<file path="src/rtl/text_cursor_ctrl.sv">
// Write sequencer for port A of the character buffer: accepts bytes over valid/ready,
// tracks the cursor, decodes control characters and streams line/screen clears.
module text_cursor_ctrl #(
  parameter int unsigned COLS           = 80,
  parameter int unsigned ROWS           = 30,
  parameter logic [7:0]  FILL_CHAR      = 8'h20,
  parameter bit          CLEAR_ON_RESET = 1'b1
) (
  input  logic        clk,
  input  logic        rst_n,
  input  logic [7:0]  in_data,
  input  logic        in_valid,
  output logic        in_ready,
  output logic [11:0] vram_addr,
  output logic [7:0]  vram_data,
  output logic        vram_we,
  output logic [4:0]  cur_row,
  output logic [6:0]  cur_col,
  output logic        busy
);

  localparam logic [6:0] LAST_COL = 7'(COLS - 1);
  localparam logic [4:0] LAST_ROW = 5'(ROWS - 1);

  localparam logic [7:0] CH_BS    = 8'h08;
  localparam logic [7:0] CH_LF    = 8'h0A;
  localparam logic [7:0] CH_FF    = 8'h0C;
  localparam logic [7:0] CH_CR    = 8'h0D;
  localparam logic [7:0] CH_ENTER = 8'h8D;

  typedef enum logic [1:0] {
    IDLE       = 2'd0,
    WRITE      = 2'd1,
    CLR_LINE   = 2'd2,
    CLR_SCREEN = 2'd3
  } state_t;

  state_t     state;
  logic       init_done;
  logic       line_after_write;  // WRITE cycle of a wrapping printable, line clear follows
  logic [6:0] clr_col;
  logic [4:0] clr_row;

  logic       accept;
  logic       is_printable;
  logic [4:0] row_after;

  assign accept       = in_valid && in_ready;
  assign is_printable = (in_data >= 8'h20) && (in_data <= 8'h7E);
  // Row advance wraps by compare, not by counter overflow (ROWS need not be a power of two)
  assign row_after    = (cur_row == LAST_ROW) ? 5'd0 : cur_row + 5'd1;

  always_ff @(posedge clk or negedge rst_n) begin
    if (!rst_n) begin
      state            <= IDLE;
      init_done        <= 1'b0;
      line_after_write <= 1'b0;
      clr_col          <= 7'd0;
      clr_row          <= 5'd0;
      in_ready         <= 1'b0;
      vram_we          <= 1'b0;
      vram_addr        <= 12'd0;
      vram_data        <= 8'd0;
      cur_row          <= 5'd0;
      cur_col          <= 7'd0;
      busy             <= 1'b0;
    end else begin
      vram_we <= 1'b0;
      if (!init_done) begin
        init_done <= 1'b1;
        if (CLEAR_ON_RESET) begin
          state     <= CLR_SCREEN;
          busy      <= 1'b1;
          clr_row   <= 5'd0;
          clr_col   <= 7'd0;
          vram_we   <= 1'b1;
          vram_addr <= 12'd0;
          vram_data <= FILL_CHAR;
        end else begin
          state    <= IDLE;
          in_ready <= 1'b1;
        end
      end else begin
        case (state)
          IDLE: begin
            if (accept) begin
              // Commands without a clear still spend one WRITE cycle so in_ready drops
              in_ready         <= 1'b0;
              line_after_write <= 1'b0;
              state            <= WRITE;
              if (is_printable) begin
                vram_we   <= 1'b1;
                vram_addr <= {cur_row, cur_col};
                vram_data <= in_data;
                if (cur_col == LAST_COL) begin
                  cur_col          <= 7'd0;
                  cur_row          <= row_after;
                  line_after_write <= 1'b1;
                end else begin
                  cur_col <= cur_col + 7'd1;
                end
              end else begin
                case (in_data)
                  CH_CR: cur_col <= 7'd0;
                  CH_LF, CH_ENTER: begin
                    cur_row <= row_after;
                    if (in_data == CH_ENTER) cur_col <= 7'd0;
                    state     <= CLR_LINE;
                    busy      <= 1'b1;
                    clr_col   <= 7'd0;
                    vram_we   <= 1'b1;
                    vram_addr <= {row_after, 7'd0};
                    vram_data <= FILL_CHAR;
                  end
                  CH_BS: begin
                    if (cur_col != 7'd0) begin
                      cur_col   <= cur_col - 7'd1;
                      vram_we   <= 1'b1;
                      vram_addr <= {cur_row, cur_col - 7'd1};
                      vram_data <= FILL_CHAR;
                    end
                  end
                  CH_FF: begin
                    cur_row   <= 5'd0;
                    cur_col   <= 7'd0;
                    state     <= CLR_SCREEN;
                    busy      <= 1'b1;
                    clr_row   <= 5'd0;
                    clr_col   <= 7'd0;
                    vram_we   <= 1'b1;
                    vram_addr <= 12'd0;
                    vram_data <= FILL_CHAR;
                  end
                  default: ;
                endcase
              end
            end
          end

          WRITE: begin
            if (line_after_write) begin
              line_after_write <= 1'b0;
              state            <= CLR_LINE;
              busy             <= 1'b1;
              clr_col          <= 7'd0;
              vram_we          <= 1'b1;
              vram_addr        <= {cur_row, 7'd0};
              vram_data        <= FILL_CHAR;
            end else begin
              state    <= IDLE;
              in_ready <= 1'b1;
            end
          end

          CLR_LINE: begin
            if (clr_col == LAST_COL) begin
              state    <= IDLE;
              busy     <= 1'b0;
              in_ready <= 1'b1;
            end else begin
              clr_col   <= clr_col + 7'd1;
              vram_we   <= 1'b1;
              vram_addr <= {cur_row, clr_col + 7'd1};
            end
          end

          CLR_SCREEN: begin
            if (clr_col == LAST_COL) begin
              if (clr_row == LAST_ROW) begin
                state    <= IDLE;
                busy     <= 1'b0;
                in_ready <= 1'b1;
              end else begin
                clr_col   <= 7'd0;
                clr_row   <= clr_row + 5'd1;
                vram_we   <= 1'b1;
                vram_addr <= {clr_row + 5'd1, 7'd0};
              end
            end else begin
              clr_col   <= clr_col + 7'd1;
              vram_we   <= 1'b1;
              vram_addr <= {clr_row, clr_col + 7'd1};
            end
          end

          default: begin
            state    <= IDLE;
            busy     <= 1'b0;
            in_ready <= 1'b1;
          end
        endcase
      end
    end
  end

endmodule

</file>
<file path="config.mk">
export PLATFORM = sky130hd
export DESIGN_NAME = text_cursor_ctrl
export DESIGN_NICKNAME = d
export VERILOG_FILES = /design/src/rtl/text_cursor_ctrl.sv
export SDC_FILE = /design/constraint.sdc
export NUM_CORES = 1
export LEC_CHECK = 0
export ABC_CLOCK_PERIOD_IN_PS = 2210
export CAP_MARGIN = 10
export CORE_MARGIN = 8
export CORE_UTILIZATION = 45
export CTS_CLUSTER_DIAMETER = 120
export DETAILED_ROUTE_END_ITERATION = 8
export PLACE_DENSITY = 0.7
export RECOVER_POWER = 50
export SETUP_SLACK_MARGIN = 0.02
export SYNTH_ARGS = -nofsm -noshare
export SYNTH_HDL_FRONTEND = slang
export SYNTH_SLANG_ARGS = --single-unit
</file>
<file path="constraint.sdc">
create_clock -name clk -period 2.21 [get_ports clk]
set_clock_uncertainty 0.1 [all_clocks]
set_input_delay 0.221 -clock clk [delete_from_list [all_inputs] [get_ports clk]]
set_output_delay 0.221 -clock clk [all_outputs]
set_load 0.1 [all_outputs]
</file>
==> Implementation_results.wiki, run 1 <==
{| class="wikitable"
! Metric !! Value
|-
| Unrepaired setup endpoints after global routing || no
|-
| Synthesized flop and latch total || 51
|-
| Leakage || 2.033 nW
|-
| Slew at the pin closest to its max-slew limit || 1181 ps
|-
| Final total power || 0.002909 W
|-
| Detailed router's first-iteration violation count || 267
|-
| Number of antenna violations at the first check in global routing || 0
|-
| Critical path required time || 2300 ps
|-
| Drc violations || 0
|-
| Post-synth ARST share || 100.0%
|-
| Compound-Gate Fraction of Synth Area || 25.44%
|-
| Final Hold Viols || 0
|-
| Vias || 3624
|-
| Unique masters post-synth || 63
|-
| CTS buffer count || 5
|-
| Sequential Power Share || 38.3%
|-
| Synth-to-Final Area Change || 34.29%
|-
| Share of cell area taken by muxes after synthesis || 5.589%
|-
| Final number of setup-violating endpoints || 0
|-
| Power Dens Cells || 620.3 nW/µm²
|-
| Most common flop cell mapped by yosys || sky130_fd_sc_hd__dfrtp_1
|-
| Worst hold slack || 244.2 ps
|-
| Capture point of the worst reg-to-reg path || vram_addr[1]
|-
| Largest voltage drop on the vdd net || 0.0004512 V
|-
| Main combinational cell family by area after synthesis || compound AO/OA/AOI/OAI gates
|-
| Leading cell types in the layout, fill and taps excluded || sky130_fd_sc_hd__buf_4 (90), sky130_fd_sc_hd__dfrtp_1 (42), sky130_fd_sc_hd__nand2_1 (37), sky130_fd_sc_hd__o21ai_0 (25)
|-
| Half-perimeter wire length after detailed placement || 8213 µm
|-
| Warnings from Yosys || 0
|-
| Launching point of the worst reg2reg path || cur_col[0]
|-
| Post-synthesis simple-gate area fraction || 21.00%
|-
| Total length of routed met2 wires || 5393 µm
|-
| EDFF count, synth || 0
|-
| Clk slew on worst S/H paths || 90 ps
|-
| Number of violations of the max-capacitance limit || 0
|-
| Routed WL per cell || 18.28 µm
|-
| Start point of the worst min-delay path || in_data[3]
|-
| Avg Cell Area, Syn || 8.818 µm²
|-
| Area of all placed cells without fillers || 4690 µm²
|-
| Clock network power share || 22.3%
|-
| Mapped Area || 3492 µm²
|-
| Most common cell after layout, fill and taps aside || sky130_fd_sc_hd__buf_4
|-
| Buffer cell driving the clock tree root || sky130_fd_sc_hd__clkbuf_8
|-
| Via count of the first global-routing pass || 3617
|-
| Worst-Skew Late Latency || 300 ps
|-
| Net Sw Frac || 40.28%
|-
| Final weighted congestion in routability-driven placement || 0.8973
|-
| Post-layout minimum cycle time || 2104 ps
|-
| Pin count of the biggest net entering global routing || 27
|-
| Core Footprint || 7607 µm²
|-
| Final Routed Wirelength || 11020 µm
|-
| Fraction of layout cells with a size suffix above 1 || 30.94%
|-
| Vias per inst || 6.010
|-
| Total met3 wirelength after detailed routing || 539 µm
|-
| Maximum fanout along the worst path || 6
|-
| Worst slew margin || 21.57%
|-
| Vert. Die Dim || 104.1 µm
|-
| Number of cells on the worst hold path || 4
|-
| Met1 routed wirelength after detailed routing || 4831 µm
|-
| Parity-gate share of the synthesized area counting xor and xnor cells || 3.762%
|-
| Register-to-register path setup slack || 110 ps
|-
| Highest achievable clock rate || 0.4753 GHz
|-
| Setup crit start kind || register
|-
| Critical setup path kind || reg -> reg
|-
| Wire length of the first global-routing pass || 17970 µm
|-
| Net load switching power || 0.001172 W
|-
| Antenna Violating Nets Remaining || 0
|-
| Syn nets || 415
|-
| Leftover overflow at the end of global routing || 0
|-
| Final max-slew violation count || 0
|-
| Setup crit start || cur_col[0]
|-
| # nets final || 519
|-
| Clock tree from TritonCTS || done
|-
| Internal || 0.001737 W
|-
| Overall track demand over capacity in global routing || 19.74%
|-
| Crit share post-route || 95.21%
|-
| Run status || complete, no violations
|-
| Hold/Removal Path Class || in -> reg
|-
| Arrival time at the worst endpoint || 2190 ps
|-
| Cell area reported after detailed placement || 4511 µm²
|-
| Area enclosed by the die boundary || 10830 µm²
|-
| Adder-cell share of the synthesized area || 2.866%
|-
| Share of power burned in combinational logic || 39.4%
|-
| Clock sink total || 51
|-
| Setup total negative slack || 0 ps
|-
| Buffers added on ports || 45
|-
| Critical Path End Type || register
|-
| Filler cell count || 702
|-
| Clock tree buffer depth || 2
|-
| Sequential share of the synthesized area || 36.55%
|-
| Number of placement rows || 32
|-
| Diode count || 0
|-
| Number of instances in the synthesized netlist || 396
|-
| Top routing layer in use || met4
|-
| Top-Level Pins || 46
|-
| Overall die width || 104.1 µm
|-
| CTS H-tree lvls || 2
|-
| Worst reg2reg path depth || 7
|-
| Hold EP || vram_data[3]
|-
| Initial standard-cell utilization of the core || 45.90%
|-
| Pre-Repair DR Iteration Count || 4
|}
==> flip-flops by register name, indices dropped and copies added, names as in the netlist <==
name / count
clr_row: 5
in_ready: 1
clr_col: 7
init_done: 1
state: 2
cur_col: 7
vram_we: 1
line_after_write: 1
vram_data: 8
cur_row: 5
vram_addr: 12
busy: 1
==> power by group through the flow <==
stage	Sequential, W	Combinational (W)	Clock (W)
2_1_floorplan	0.00147	0.000414	0
3_3_place_gp	0.00113	0.00110	0
3_5_place_dp	0.00113	0.00111	0
4_1_cts	0.00111	0.00113	0.000655
5_1_grt	0.00113	0.00121	0.000699
6_report	0.00112	0.00115	0.000648
==> synth_stat cells (4+ instances only) <==
library cell / instances / area share (%)
sky130_fd_sc_hd__o31ai_1: 11 / 2.4
sky130_fd_sc_hd__xnor2_1: 14 / 3.5
sky130_fd_sc_hd__o21ai_0: 27 / 3.9
sky130_fd_sc_hd__and3_1: 5 / 0.90
sky130_fd_sc_hd__and2_1: 5 / 0.90
sky130_fd_sc_hd__dfrtp_1: 51 / 37
sky130_fd_sc_hd__or3_1: 4 / 0.72
sky130_fd_sc_hd__a221oi_1: 5 / 1.3
sky130_fd_sc_hd__a21oi_1: 12 / 1.7
sky130_fd_sc_hd__ha_1: 8 / 2.9
sky130_fd_sc_hd__nor3_1: 13 / 1.9
sky130_fd_sc_hd__nand3_1: 19 / 2.7
sky130_fd_sc_hd__nand2_1: 37 / 4.0
sky130_fd_sc_hd__clkbuf_1: 22 / 2.4
sky130_fd_sc_hd__nor3b_1: 4 / 0.86
sky130_fd_sc_hd__mux2_2: 8 / 2.6
sky130_fd_sc_hd__nand4_1: 5 / 0.90
sky130_fd_sc_hd__nand2b_1: 7 / 1.3
sky130_fd_sc_hd__a22o_1: 5 / 1.3
sky130_fd_sc_hd__o211ai_1: 14 / 3.0
sky130_fd_sc_hd__mux2i_1: 9 / 2.6
sky130_fd_sc_hd__o221ai_1: 4 / 1.0
sky130_fd_sc_hd__inv_1: 12 / 1.3
sky130_fd_sc_hd__o21a_1: 5 / 1.1
sky130_fd_sc_hd__nor2_1: 18 / 1.9
sky130_fd_sc_hd__nor4_1: 4 / 0.72
sky130_fd_sc_hd__a31oi_1: 16 / 2.9
==> cell type report <==
class / count / area (µm²) / area share (%)
inverters: 13 / 53.80 / 1.147
flip-flops and latches: 51 / 1300 / 27.72
clock buffers: 7 / 76.32 / 1.628
well taps: 102 / 127.6 / 2.721
clock inverters: 1 / 30.03 / 0.6403
repair buffers: 125 / 954.7 / 20.36
multi-input cells: 304 / 2147 / 45.78
==> worst max-delay path by stage <==
stage,to,slack (ps),cells after the start
2_1_floorplan,vram_addr[1],-320,8
3_3_place_gp,vram_addr[1],-380,7
3_5_place_dp,vram_addr[1],-390,7
4_1_cts,vram_addr[2],20,7
5_1_grt,vram_addr[6],30,7
6_report,vram_addr[1],110,7
==> timing repair <==
action | 4_1_cts | 5_1_grt
endpoints found under the hold margin | 25 | 0
cloned | 0 | 0
pin swaps | 3 | 10
buffers inserted | 1 | 3
hold buffers | 1 | 0
endpoints found under the setup margin | 21 | 33
gates resized for setup | 5 | 26
==> through the flow <==
stage                     cells  util (%)  worst slack [ps]
after floorplan             396         -            -319.2
after global placement      590     59.29            -384.0
after detailed placement    590     59.29            -386.9
after CTS                   600     61.28             15.30
after global routing        603     61.64             34.83
final                       603     61.64             105.9
==> cells by family (layout without fill, tap and decap cells) <==
group                      Yosys count  count (layout)
AOI/OAI and AO/OA                  124             124
xor gates and xnor gates            15              15
adders and majority gates            8               8
buffers and inverters               41             146
DFF                                 51              51
muxes                               18              18
other                                1               1
and+or+nand+nor                    138             138
==> layer usage <==
metal / track usage, % / up-vias
met1: 24.45 / 1781
met4: 6.205 / 0
met5: 0 / -
met3: 3.470 / 27
li1: - / 1691
met2: 33.91 / 125
==> critical path: stages (launching register included) <==
cell                        delay [ps]
sky130_fd_sc_hd__dfrtp_4           530
sky130_fd_sc_hd__inv_4              80
sky130_fd_sc_hd__ha_4              130
sky130_fd_sc_hd__nand4b_1          180
sky130_fd_sc_hd__a2111oi_4         440
sky130_fd_sc_hd__o21a_2            200
sky130_fd_sc_hd__inv_4              50
sky130_fd_sc_hd__mux2_2            270
Power figures use the tool's default switching activity.
==> run 2, diff against run 1 <==
Settings changed: CORE_MARGIN 8 to 2.
==> run 2 against run 1 <==
Against the previous run: worst hold slack worse by 11 ps; core utilization down 0.21 points; register-to-register slack hardly changed; global-route usage rose by 5.2 points; critical path depth unchanged; via count fell by 0.39%; routed wire length down 5.4%; final area decreased by 0.35%; combinational power hardly changed.
==> Implementation_results.wiki, run 2 (synthesized netlist as in run 1, its figures left out) <==
{| class="wikitable"
! Metric !! Value
|-
| # nets final || 518
|-
| Core Footprint || 7607 µm²
|-
| Half-perimeter wire length after detailed placement || 7818 µm
|-
| Hold/Removal Path Class || in -> reg
|-
| Share of power burned in combinational logic || 39.2%
|-
| CTS H-tree lvls || 2
|-
| Reg with most FFs || vram_addr
|-
| Drc violations || 0
|-
| Setup total negative slack || 0 ps
|-
| Critical Path End Type || register
|-
| Fraction of layout cells with a size suffix above 1 || 29.66%
|-
| Pre-Repair DR Iteration Count || 5
|-
| Area enclosed by the die boundary || 8481 µm²
|-
| Buffers added on ports || 45
|-
| Wire length of the first global-routing pass || 17090 µm
|-
| Pin count of the biggest net entering global routing || 52
|-
| Number of placement rows || 32
|-
| Synth-to-Final Area Change || 33.82%
|-
| Flip-flop count of the largest register, all copies and words added || 12
|-
| Power Dens Cells || 616.6 nW/µm²
|-
| Clock tree from TritonCTS || done
|-
| Run status || complete, no violations
|-
| Setup crit start kind || register
|-
| Biggest regs || vram_addr (12), vram_data (8)
|-
| Routed WL per cell || 17.35 µm
|-
| Worst slew margin || 20.45%
|-
| Antenna Violating Nets Remaining || 0
|-
| Critical path required time || 2300 ps
|-
| Final number of setup-violating endpoints || 0
|-
| Vert. Die Dim || 92.09 µm
|-
| Final Hold Viols || 0
|-
| Overall die width || 92.09 µm
|-
| Buffer cell driving the clock tree root || sky130_fd_sc_hd__clkbuf_8
|-
| Worst-Skew Late Latency || 310 ps
|-
| Sequential Power Share || 38.3%
|-
| Top-Level Pins || 46
|-
| Maximum fanout along the worst path || 5
|-
| Net Sw Frac || 40.64%
|-
| Diode count || 0
|-
| Internal || 0.001710 W
|-
| Leftover overflow at the end of global routing || 0
|-
| Vias || 3610
|-
| Initial standard-cell utilization of the core || 45.90%
|-
| Critical setup path kind || reg -> reg
|-
| Post-layout minimum cycle time || 2106 ps
|-
| CTS buffer count || 5
|-
| Vias per inst || 6.007
|-
| Leading cell types in the layout, fill and taps excluded || sky130_fd_sc_hd__buf_4 (85), sky130_fd_sc_hd__dfrtp_1 (42), sky130_fd_sc_hd__nand2_1 (37), sky130_fd_sc_hd__o21ai_0 (25), sky130_fd_sc_hd__clkbuf_1 (23)
|-
| Number of cells in the finished layout apart from fillers || 601
|-
| Via count of the first global-routing pass || 3420
|-
| Number of violations of the max-capacitance limit || 0
|-
| Overall track demand over capacity in global routing || 24.90%
|-
| Slew at the pin closest to its max-slew limit || 1198 ps
|-
| Clock network power share || 22.5%
|-
| Clk slew on worst S/H paths || 90 ps
|-
| Unrepaired setup endpoints after global routing || no
|-
| Clock sink total || 51
|-
| Leakage || 2.009 nW
|-
| Detailed router's first-iteration violation count || 271
|-
| Count of placed standard cells including taps || 591
|-
| Most common cell after layout, fill and taps aside || sky130_fd_sc_hd__buf_4
|-
| Highest achievable clock rate || 0.4747 GHz
|-
| Final weighted congestion in routability-driven placement || 0.9057
|-
| Final Routed Wirelength || 10430 µm
|-
| Largest voltage drop on the vdd net || 0.0004466 V
|-
| Net load switching power || 0.001171 W
|-
| Final max-slew violation count || 0
|-
| Clock tree buffer depth || 2
|-
| Arrival time at the worst endpoint || 2200 ps
|-
| Crit share post-route || 95.31%
|-
| Number of antenna violations at the first check in global routing || 0
|}
run 2: power groups by stage:
stage	Sequential, W	Clock (W)	Combinational [W]
after floorplan	0.00147	0	0.000414
after global placement	0.00112	0	0.00110
after detailed placement	0.00112	0	0.00111
after CTS	0.00110	0.000659	0.00112
after global routing	0.00112	0.000695	0.00121
final	0.00110	0.000649	0.00113
run 2: worst paths after layout:
kind	endpoint	from	slack [ps]	depth (start not counted)
setup reg to reg	vram_addr[6]	cur_col[5]	100	7
hold reg to reg	vram_data[7]	vram_data[7]	410	2
setup / recovery	vram_addr[6]	cur_col[5]	100	7
max in group asynchronous	cur_col[0]	rst_n	1030	3
min in group asynchronous	cur_row[3]	rst_n	450	3
hold / removal	vram_data[6]	in_data[6]	230	4
run 2: worst max-delay path, stage by stage (launching register included):
cell                        delay [ps]
sky130_fd_sc_hd__dfrtp_4           480
sky130_fd_sc_hd__nor3_1            190
sky130_fd_sc_hd__buf_4             150
sky130_fd_sc_hd__nand4b_1          180
sky130_fd_sc_hd__a2111oi_4         370
sky130_fd_sc_hd__o21a_2            210
sky130_fd_sc_hd__inv_4              50
sky130_fd_sc_hd__mux2_2            260
run 2: layer usage:
metal / up-vias / GRT usage (%) / wire [µm]
li1: 1696 / - / -
met1: 1779 / 34.06 / 4698
met2: 121 / 42.46 / 5105
met3: 14 / 3.040 / 477
met4: 0 / 5.224 / 146
met5: - / 0 / 0
run 2: area by class of cell:
cell class	instances	area, µm²
inverters	13	53.80
multi-input cells	304	2158
repair buffers	124	930.9
flip-flops and latches	51	1300
fillers	693	2934
clock inverters	1	30.03
well taps	102	127.6
clock buffers	6	72.57
run 2: repair_timing:
item | CTS | global route
buffers inserted | 0 | 2
gates resized for setup | 2 | 29
hold buffers | 1 | 0
pin swaps | 2 | 9
endpoints found under the setup margin | 10 | 34
hold endpoints to repair | 51 | 0
run 2: per-stage QoR:
step                setup slack [ps]  power, W  hold slack [ps]  utilization, %  instance area, µm²
floorplan                     -319.2  0.001882           -174.6               -                3556
global placement              -309.0  0.002217            274.5           59.23                4506
detailed placement            -351.3  0.002237            289.7           59.23                4506
CTS                            21.24  0.002884            415.2           60.86                4629
global route                   25.85  0.003017            249.0           61.43                4673
finish                         103.6  0.002882            233.5           61.43                4673
==> run 3, diff against run 2 <==
Settings changed: CORE_UTILIZATION 45 to 30, PLACE_DENSITY 0.7 to not set.
==> run 3 against run 2 <==
Against the previous run: final area increased by 1.7%; count of clock-buffer cells in the layout fell by 1; flip-flop and latch count unchanged; via count down 2.3%; worst hold slack better by 92 ps; clock power rose by 20%; critical path depth unchanged; register-to-register slack about the same; sequential share of layout area is 0.48 points lower; routed wire length grew 0.31%; largest cell class unchanged.
==> Implementation_results.wiki, run 3 (synthesized netlist as in run 1, its figures left out) <==
{| class="wikitable"
! Metric !! Value
|-
| Setup crit start kind || register
|-
| Core Footprint || 11370 µm²
|-
| Dpl ws || -398.5 ps
|-
| Slew at the pin closest to its max-slew limit || 1294 ps
|-
| CP bufs+invs || 2
|-
| CTS H-tree lvls || 2
|-
| CP max stage cell || sky130_fd_sc_hd__dfrtp_4
|-
| Biggest regs || vram_addr (12), vram_data (8)
|-
| Final weighted congestion in routability-driven placement || 0.8581
|-
| Critical setup path kind || reg -> reg
|-
| Detailed router's first-iteration violation count || 180
|-
| Worst-Skew Late Latency || 290 ps
|-
| Wire length of the first global-routing pass || 17350 µm
|-
| Register cell area after layout || 1300 µm²
|-
| Hold/Removal Path Class || in -> reg
|-
| Filler cell count || 1135
|-
| Top-Level Pins || 46
|-
| Number of placement rows || 39
|-
| Pin count of the biggest net entering global routing || 52
|-
| Number of gates on the worst path with buffers counted || 7
|-
| Crit share post-route || 95.24%
|-
| CTS buffer count || 5
|-
| Worst slew margin || 13.72%
|-
| Delay of the slowest cell on the worst path || 520 ps
|-
| Vias per inst || 5.461
|-
| Vert. Die Dim || 111.9 µm
|-
| Clk slew on worst S/H paths || 70 ps
|-
| Final number of setup-violating endpoints || 0
|-
| Buffers added on ports || 45
|-
| Routed WL per cell || 16.19 µm
|-
| Leftover overflow at the end of global routing || 0
|-
| Final Routed Wirelength || 10460 µm
|-
| Run status || complete, no violations
|-
| Reg with most FFs || vram_addr
|-
| Area enclosed by the die boundary || 12520 µm²
|-
| Clock tree from TritonCTS || done
|-
| Unrepaired setup endpoints after global routing || no
|-
| Vias || 3528
|-
| Antenna Violating Nets Remaining || 0
|-
| Arrival time at the worst endpoint || 2170 ps
|-
| Setup crit start || cur_col[1]
|-
| Worst reg2reg path depth || 7
|-
| Half-perimeter wire length after detailed placement || 7855 µm
|-
| Clock sink total || 51
|-
| Fraction of layout cells with a size suffix above 1 || 31.61%
|-
| Timing endpoint of the critical path || vram_addr[1]
|-
| Crit path cell chain || inv_2 -> ha_4 -> nand4b_1 -> a2111oi_4 -> o21a_2 -> inv_4 -> mux2_4
|-
| Via count of the first global-routing pass || 3418
|-
| Launching point of the worst reg2reg path || cur_col[1]
|-
| Register-to-register path setup slack || 110 ps
|-
| Final worst slack || 105.2 ps
|-
| Largest voltage drop on the vdd net || 0.0004909 V
|-
| Post-layout minimum cycle time || 2105 ps
|-
| Number of antenna violations at the first check in global routing || 0
|-
| Overall die width || 111.9 µm
|-
| Maximum fanout along the worst path || 7
|-
| # nets final || 521
|-
| Critical Path End Type || register
|-
| Capture point of the worst reg-to-reg path || vram_addr[1]
|-
| Power Dens Cells || 638.0 nW/µm²
|-
| Buffer cell driving the clock tree root || sky130_fd_sc_hd__clkbuf_16
|-
| Drc violations || 0
|-
| Leakage || 2.025 nW
|-
| Diode count || 0
|-
| Initial standard-cell utilization of the core || 30.71%
|-
| Clock tree buffer depth || 2
|-
| Overall track demand over capacity in global routing || 16.76%
|-
| Pre-Repair DR Iteration Count || 4
|-
| Most common cell after layout, fill and taps aside || sky130_fd_sc_hd__buf_4
|-
| Number of violations of the max-capacitance limit || 0
|-
| Leading cell types in the layout, fill and taps excluded || sky130_fd_sc_hd__buf_4 (97), sky130_fd_sc_hd__dfrtp_1 (42), sky130_fd_sc_hd__nand2_1 (36), sky130_fd_sc_hd__o21ai_0 (26), sky130_fd_sc_hd__nand3_1 (19)
|-
| Worst hold slack || 325.8 ps
|-
| Final max-slew violation count || 0
|-
| Critical path required time || 2280 ps
|-
| Final Hold Viols || 0
|-
| Multi-input gate area || 2155 µm²
|-
| Highest achievable clock rate || 0.4751 GHz
|-
| Synth-to-Final Area Change || 36.15%
|-
| Flip-flop count of the largest register, all copies and words added || 12
|-
| Delay-heaviest family, CP || compound AO/OA/AOI/OAI gates
|}
run 3: changes by cell type in the layout (fill, tap and decap cells not counted), moves of 2 or more:
| cell | change |
|---|---|
| sky130_fd_sc_hd__buf_4 | +12 |
| sky130_fd_sc_hd__clkbuf_16 | +5 |
| sky130_fd_sc_hd__clkbuf_8 | -5 |
| sky130_fd_sc_hd__dlymetal6s2s_1 | -5 |
| sky130_fd_sc_hd__clkbuf_1 | -6 |
| sky130_fd_sc_hd__clkinv_2 | +2 |
| sky130_fd_sc_hd__dlygate4sd2_1 | +5 |
| sky130_fd_sc_hd__mux2_4 | +3 |
| sky130_fd_sc_hd__mux2_2 | -3 |
| sky130_fd_sc_hd__buf_6 | -4 |
run 3: cell type report:
cell class / instances / share of cell area, %
clock buffer: 5 / 2.632
tap: 143 / 3.763
timing repair buffer: 127 / 19.42
sequential: 51 / 27.34
clock inverter: 3 / 0.3947
multi-input combinational: 304 / 45.32
inverter: 13 / 1.132
run 3: where the power goes:
part / internal, W / total (W) / leakage, nW / switching [W]
logic: 0.000380 / 0.00114 / 1.30 / 0.000758
clock network: 0.000421 / 0.000782 / 0.0740 / 0.000361
registers: 0.00102 / 0.00111 / 0.653 / 0.0000961
run 3: worst min-delay path, cell delays in order:
cell and delay, ps:
sky130_fd_sc_hd__dlymetal6s2s_1 120, sky130_fd_sc_hd__buf_4 160, sky130_fd_sc_hd__nor3_1 50, sky130_fd_sc_hd__mux2i_1 120
run 3: metal layers:
| layer | global-route usage [%] | vias to the layer above | wire (µm) |
|---|---|---|---|
| met4 | 3.457 | 0 | 131 |
| met1 | 24.45 | 1725 | 5012 |
| met5 | 0 | - | 0 |
| met2 | 26.87 | 85 | 4819 |
| li1 | - | 1708 | - |
| met3 | 2.014 | 10 | 497 |
run 3: worst min-delay path by stage:
stage	from	slack, ps	cells after the start	end
2_1_floorplan	rst_n	-170	0	busy
3_3_place_gp	rst_n	140	2	vram_we
3_5_place_dp	rst_n	140	2	vram_addr[5]
4_1_cts	rst_n	370	3	cur_col[1]
5_1_grt	in_data[5]	380	4	vram_data[5]
6_report	in_data[5]	330	4	vram_data[5]
run 3: through the flow:
stage | util, % | instances | setup TNS [ps] | total power (W) | instance area, µm²
5_1_grt | 41.82 | 646 | 0 | 0.003175 | 4755
3_5_place_dp | 39.84 | 630 | -10510 | 0.002236 | 4529
3_3_place_gp | 39.84 | 630 | -11870 | 0.002229 | 4529
4_1_cts | 41.73 | 641 | 0 | 0.003042 | 4745
2_1_floorplan | - | 396 | -2333 | 0.001882 | 3556
6_report | 41.82 | 646 | 0 | 0.003033 | 4755
run 3: repair_timing:
action	4_1_cts	5_1_grt
endpoints found under the setup margin	22	31
pin swaps	6	7
endpoints found under the hold margin	51	0
hold buffers	1	0
cloned	0	0
setup buffers	2	5
resized for setup	14	14
